$ cat src/rtl/mmio_ctrl_if.sv
// Data-memory-side bus between the core and mmio_ctrl.
// The core drives address/data/strobe; the controller returns select and read data.
interface mmio_ctrl_if #(
    parameter int unsigned DBITS = 16
);
    logic [DBITS-1:0] addr;
    logic [DBITS-1:0] din;
    logic             we;
    logic [DBITS-1:0] dout;
    logic             sel;

    modport master (output addr, output din, output we, input dout, input sel);
    modport slave  (input addr, input din, input we, output dout, output sel);
endinterface

$ cat src/rtl/mmio_ctrl.sv
// Memory-mapped I/O controller: HEX/LEDR/LEDG registers, synchronised switches, debounced keys
// with sticky press status. Optional free-running timer compiled in with `define MMIO_TIMER_EN.
module mmio_ctrl #(
    parameter int unsigned     DBITS   = 16,
    parameter logic [DBITS-1:0] ABASE  = 16'hFFF0,
    parameter int unsigned     NKEYS   = 4,
    parameter int unsigned     NSW     = 10,
    parameter int unsigned     NLEDR   = 10,
    parameter int unsigned     NLEDG   = 8,
    parameter int unsigned     NDIGITS = 4,
    parameter int unsigned     DEBBITS = 16
) (
    input  logic                 clk,
    input  logic                 rst,
    mmio_ctrl_if.slave           bus,
    input  logic [NKEYS-1:0]     key,
    input  logic [NSW-1:0]       sw,
    output logic [4*NDIGITS-1:0] hexout,
    output logic [NLEDR-1:0]     ledr,
    output logic [NLEDG-1:0]     ledg,
    output logic                 irq
);

    typedef enum logic [2:0] {
        R_HEX    = 3'd0,
        R_LEDR   = 3'd1,
        R_LEDG   = 3'd2,
        R_KDATA  = 3'd3,
        R_SWDATA = 3'd4,
        R_KSTAT  = 3'd5,
        R_TCNT   = 3'd6,
        R_TLIM   = 3'd7
    } reg_e;

    reg_e             idx;
    logic             wr;
    logic [DBITS-1:0] rdata;

    logic [NSW-1:0]     sw_meta, sw_sync;
    logic [NKEYS-1:0]   key_meta, key_sync;
    logic [NKEYS-1:0]   kdata, kstat, kstat_clr, key_press;
    logic [DEBBITS-1:0] deb_cnt [NKEYS];
    logic               tstat;

    logic unused_bits;
    assign unused_bits = ^{bus.addr[0], bus.din};

    assign bus.sel = (bus.addr[DBITS-1:4] == ABASE[DBITS-1:4]);
    assign idx     = reg_e'(bus.addr[3:1]);
    assign wr      = bus.we && bus.sel;

    always_ff @(posedge clk or posedge rst) begin
        if (rst) begin
            hexout <= '0;
            ledr   <= '0;
            ledg   <= '0;
        end else if (wr) begin
            case (idx)
                R_HEX:   hexout <= bus.din[4*NDIGITS-1:0];
                R_LEDR:  ledr   <= bus.din[NLEDR-1:0];
                R_LEDG:  ledg   <= bus.din[NLEDG-1:0];
                default: ;
            endcase
        end
    end

    // A press is the edge on which a key's debounced level flips from released to pressed.
    always_comb begin
        key_press = '0;
        for (int unsigned i = 0; i < NKEYS; i++)
            key_press[i] = !kdata[i] && key_sync[i] && (deb_cnt[i] == '1);
        kstat_clr = (wr && idx == R_KSTAT) ? bus.din[NKEYS-1:0] : '0;
    end

    always_ff @(posedge clk or posedge rst) begin
        if (rst) begin
            sw_meta  <= '0;
            sw_sync  <= '0;
            key_meta <= '0;
            key_sync <= '0;
            kdata    <= '0;
            kstat    <= '0;
            for (int unsigned i = 0; i < NKEYS; i++)
                deb_cnt[i] <= '0;
        end else begin
            sw_meta  <= sw;
            sw_sync  <= sw_meta;
            key_meta <= ~key;
            key_sync <= key_meta;
            for (int unsigned i = 0; i < NKEYS; i++) begin
                if (key_sync[i] == kdata[i]) begin
                    deb_cnt[i] <= '0;
                end else if (deb_cnt[i] == '1) begin
                    kdata[i]   <= key_sync[i];
                    deb_cnt[i] <= '0;
                end else begin
                    deb_cnt[i] <= deb_cnt[i] + 1'b1;
                end
            end
            kstat <= (kstat & ~kstat_clr) | key_press;
        end
    end

`ifdef MMIO_TIMER_EN
    logic [DBITS-1:0] tcnt, tlim;
    logic             tcnt_wr, tstat_clr, t_wrap;

    assign tcnt_wr   = wr && idx == R_TCNT;
    assign tstat_clr = wr && idx == R_KSTAT && bus.din[DBITS-1];
    // A CPU write to TCNT takes priority over the wrap, so it also suppresses TSTAT.
    assign t_wrap    = (tlim != '0) && (tcnt == tlim - 1'b1) && !tcnt_wr;

    always_ff @(posedge clk or posedge rst) begin
        if (rst) begin
            tcnt  <= '0;
            tlim  <= '0;
            tstat <= 1'b0;
        end else begin
            if (wr && idx == R_TLIM)
                tlim <= bus.din;
            if (tcnt_wr)
                tcnt <= bus.din;
            else if (tlim != '0)
                tcnt <= t_wrap ? '0 : tcnt + 1'b1;
            tstat <= (tstat && !tstat_clr) || t_wrap;
        end
    end
`else
    assign tstat = 1'b0;
`endif

    always_comb begin
        rdata = '0;
        if (bus.sel) begin
            case (idx)
                R_HEX:    rdata[4*NDIGITS-1:0] = hexout;
                R_LEDR:   rdata[NLEDR-1:0]     = ledr;
                R_LEDG:   rdata[NLEDG-1:0]     = ledg;
                R_KDATA:  rdata[NKEYS-1:0]     = kdata;
                R_SWDATA: rdata[NSW-1:0]       = sw_sync;
                R_KSTAT: begin
                    rdata[NKEYS-1:0] = kstat;
                    rdata[DBITS-1]   = tstat;
                end
`ifdef MMIO_TIMER_EN
                R_TCNT:   rdata = tcnt;
                R_TLIM:   rdata = tlim;
`endif
                default:  ;
            endcase
        end
    end

    assign bus.dout = rdata;
    assign irq      = (|kstat) || tstat;

endmodule
$ cat src/flat_wrapper.sv
// flat-port wrapper written by rule: the top's interface ports become plain ports
module mmio_ctrl_flat 
#(
    parameter int unsigned     DBITS   = 16,
    parameter logic [DBITS-1:0] ABASE  = 16'hFFF0,
    parameter int unsigned     NKEYS   = 4,
    parameter int unsigned     NSW     = 10,
    parameter int unsigned     NLEDR   = 10,
    parameter int unsigned     NLEDG   = 8,
    parameter int unsigned     NDIGITS = 4,
    parameter int unsigned     DEBBITS = 16
)
  (clk, rst, key, sw, hexout, ledr, ledg, irq, bus_addr, bus_din, bus_we, bus_dout, bus_sel);
  mmio_ctrl_if #(.DBITS(DBITS)) bus_i ();
  input  logic clk;
  input  logic rst;
  input  logic [NKEYS-1:0] key;
  input  logic [NSW-1:0] sw;
  output logic [4*NDIGITS-1:0] hexout;
  output logic [NLEDR-1:0] ledr;
  output logic [NLEDG-1:0] ledg;
  output logic irq;
  input wire logic [$bits(bus_i.addr)-1:0] bus_addr;
  input wire logic [$bits(bus_i.din)-1:0] bus_din;
  input wire logic [$bits(bus_i.we)-1:0] bus_we;
  output wire logic [$bits(bus_i.dout)-1:0] bus_dout;
  output wire logic [$bits(bus_i.sel)-1:0] bus_sel;
  assign bus_i.addr = bus_addr;
  assign bus_i.din = bus_din;
  assign bus_i.we = bus_we;
  assign bus_dout = bus_i.dout;
  assign bus_sel = bus_i.sel;
  mmio_ctrl #(.DBITS(DBITS), .ABASE(ABASE), .NKEYS(NKEYS), .NSW(NSW), .NLEDR(NLEDR), .NLEDG(NLEDG), .NDIGITS(NDIGITS), .DEBBITS(DEBBITS)) u_core (.clk(clk), .rst(rst), .bus(bus_i), .key(key), .sw(sw), .hexout(hexout), .ledr(ledr), .ledg(ledg), .irq(irq));
endmodule
$ cat config.mk
export PLATFORM = sky130hd
export DESIGN_NAME = mmio_ctrl_flat
export DESIGN_NICKNAME = d
export VERILOG_FILES = /design/src/rtl/mmio_ctrl_if.sv /design/src/rtl/mmio_ctrl.sv /design/src/flat_wrapper.sv
export SDC_FILE = /design/constraint.sdc
export NUM_CORES = 1
export LEC_CHECK = 0
export CORE_MARGIN = 4
export CORE_UTILIZATION = 50
export DETAILED_ROUTE_END_ITERATION = 7
export MAX_ROUTING_LAYER = met4
export PLACE_DENSITY = 0.77
export RECOVER_POWER = 50
export SLEW_MARGIN = 20
export SYNTH_ARGS = -nofsm -noshare
export SYNTH_HDL_FRONTEND = slang
export SYNTH_SLANG_ARGS = --single-unit
$ cat constraint.sdc
create_clock -name clk -period 5.6 [get_ports clk]
set_input_delay 0.56 -clock clk [delete_from_list [all_inputs] [get_ports clk]]
set_output_delay 0.56 -clock clk [all_outputs]
set_load 0.005 [all_outputs]
==> results.cfg <==
[status]
status = finished, violations left
violations = capacitance limit, slew limit

[die]
dieArea_sq_mm = 0.0141
core_sq_mm = 0.0120
dieHeight_microns = 119
io_pins = 101
start_util = 0.510
die_w_microns = 119
placementRows = 40

[synthesis]
synth_cell_types = 48
synth_top_family_by_area = simple AND/OR/NAND/NOR gates
ys_ff_latch = 134
synth-adder-area-share = 0.0163
synth_compound_area_frac = 0.0363
ys_top_cells_by_count = dfrtp_1, nor2_1, xnor2_1
yosysWarnings = 0
synth.mux.area_fraction = 0.103
yosysMostFrequentCell = dfrtp_1
yosys.area_share.simple = 0.188
synth.area.top_cells = dfrtp_1, mux2_2, xnor2_1
synth_edf_count = 0
synthCells = 534
avgSynthCellArea_sq_um = 11.5
syn_nets = 591
yosysSeqAreaShare = 0.547
yosys.area.top_type_share = 0.547
syn-cell-area_sq_mm = 0.00613
ys.flop_type = dfrtp_1
synth_xor_area_frac = 0.0772
synth_area_leader_cell = dfrtp_1
synthArstFlopShare = 1.00

[clock_tree]
post_cts_buffers = 0
htree_levels = 4
cts_buffers = 17
clock_sinks = 134
cts_hold_buf = 0
cts_root_buffer = clkbuf_16
path_clk_slew_ps = 60
cts_tree = built
clk_path_buf_depth = 2
cts_resized = 0
clkLatencyLatePin_ps = 410

[sta]
max_freq_mhz = 269
fin_setup_tns_ps = 0
maxSlewViolCount = 92
final-setup-viol-count = 0
rsz0062_at_grt = no
report.final.hold_viol_count = 0
max_slew.worst_pin.slew_ps = 3300
fin_crit_sh = 0.665
max_slew_margin = -1.20
min_period_ps = 3720
skew_ps = 6.24

[routing]
vias = 4439
drc = 0
wl_microns = 13800
dr.pass1.iters = 4
ant_nets = 0
drtIter0Drc = 451
via_per_inst = 5.58
wl_per_cell_microns = 17.3

[power_and_ir_drop]
power.internal_w = 0.00174
seq_power_share = 0.450
peakVddDrop_uv = 189
leakage_nw = 3.43
powerDensity_mw_per_mm2 = 284
swShare = 0.215
power_w = 0.00222
combPwrFrac = 0.045
power.switching_w = 0.000477
pwr-share-clk = 0.505

[setup_path]
reg2reg_from = u_core.deb_cnt[0]
worstPathRequired_ps = 6110
start_kind = input pin
path_class = in2async
cp_max_fo = 91
crit_start = rst
arrival_ps = 4230
endpoint_kind = async pin

[min_path]
worstHoldPathType = reg2reg
min_from = u_core.sw_meta[9]

[global_route]
grt.total_usage = 0.209
grt_first_pass_wirelength_microns = 22700
grt_max_degree = 92
grt_pass1_vias = 4422
gr-total-overflow = 0
antenna_found_initial = 0

[finish]
finish.utilization = 0.649
regArea_sq_mm = 0.00335
design_area_sq_mm = 0.00780
nNetsFinal = 694
diodes = 0
syn2layout_area_growth_pct = 27.3
nFillCells = 925
drive_gt1_frac = 0.136
multi_input_area_sq_mm = 0.00257

[placement]
place_area_sq_mm = 0.00722
dp_hpwl_microns = 9550
io_buffers = 99
place_congestion = 0.874

[flow_run]
maxCapViolCount = 1
==> metrics by stage <==
| stage | worst slack (ps) | std cells | hold WS, ps |
|---|---|---|---|
| floorplan | 1460 | 534 | 331 |
| global placement | 1900 | 765 | 333 |
| detailed placement | 1920 | 765 | 335 |
| CTS | 1910 | 796 | 345 |
| global route | 1050 | 796 | 352 |
| finish | 1880 | 796 | 341 |
==> path summary, 6_finish.rpt <==
check	cells after the start	to	slack, ps
setup / recovery	3	u_core.sw_meta[9]	1880
min in group asynchronous	2	u_core.deb_cnt[53]	1790
setup reg to reg	5	u_core.kdata[3]	3510
max in group clk	6	bus_dout[0]	1900
hold / removal	0	u_core.sw_sync[9]	340
hold reg to reg	0	u_core.sw_sync[9]	340
==> registers in the layout, summed over array words and instances, names as in the netlist <==
register	cells
u_core.hexout	16
u_core.ledg	8
u_core.kdata	4
u_core.key_meta	4
u_core.key_sync	4
u_core.deb_cnt	64
u_core.ledr	10
u_core.sw_meta	10
u_core.kstat	4
u_core.sw_sync	10
==> cell usage in the layout (no fill, tap or decap), drive strengths merged, types with 3 or more instances in the layout <==
cell type and count:
or4 3, and4 8, xor2 20, mux2 39, nor3 14, xnor2 34
a21oi 9, dlygate4sd3 34, a31o 3, mux2i 11, nand4 27, a22oi 3
clkinvlp 4, nor2 78, nor2b 3, nand3 22, dfrtp 134, clkbuf 19
and2 8, clkinv 5, inv 22, ha 8, nor4 18, or2 3
buf 3, nand2 24, o21ai 3, bufinv 3, clkdlybuf4s50 65, a22o 4
==> final cells by class <==
class                   count  area share
clock buffers              19      0.0568
clock inverters            12      0.0196
inverters                  22      0.0107
multi-input cells         360       0.330
flip-flops and latches    134       0.430
well taps                 147      0.0236
repair buffers            102       0.130
==> worst max-delay path, stage by stage <==
cell and delay (ps):
dlygate4sd3_1 530, inv_1 2310, buf_4 780
==> cell families (layout without fill, tap and decap cells) <==
group                      after synthesis  count (layout)
and+or+nand+nor                        216             216
DFF                                    134             134
xor gates and xnor gates                54              54
muxes                                   52              52
buffers and inverters                   40             155
AOI/OAI and AO/OA                       30              30
adders and majority gates                8               8
==> power groups by stage <==
stage / clock [W] / sequential, W / combinational (W)
detailed placement: 0 / 0.00102 / 0.000104
global route: 0.00118 / 0.00100 / 0.000112
finish: 0.00112 / 0.000998 / 0.0000997
CTS: 0.00114 / 0.000998 / 0.000105
floorplan: 0 / 0.00101 / 0.0000552
global placement: 0 / 0.00101 / 0.000101
==> routing by layer <==
metal,track usage,share of wire,vias to the layer above
met5,-,0,-
met4,0.0601,0.012,0
met3,0.0541,0.064,16
met2,0.339,0.50,154
met1,0.260,0.43,2188
li1,-,-,2081
Note: power is estimated with default switching activity, not from simulation.
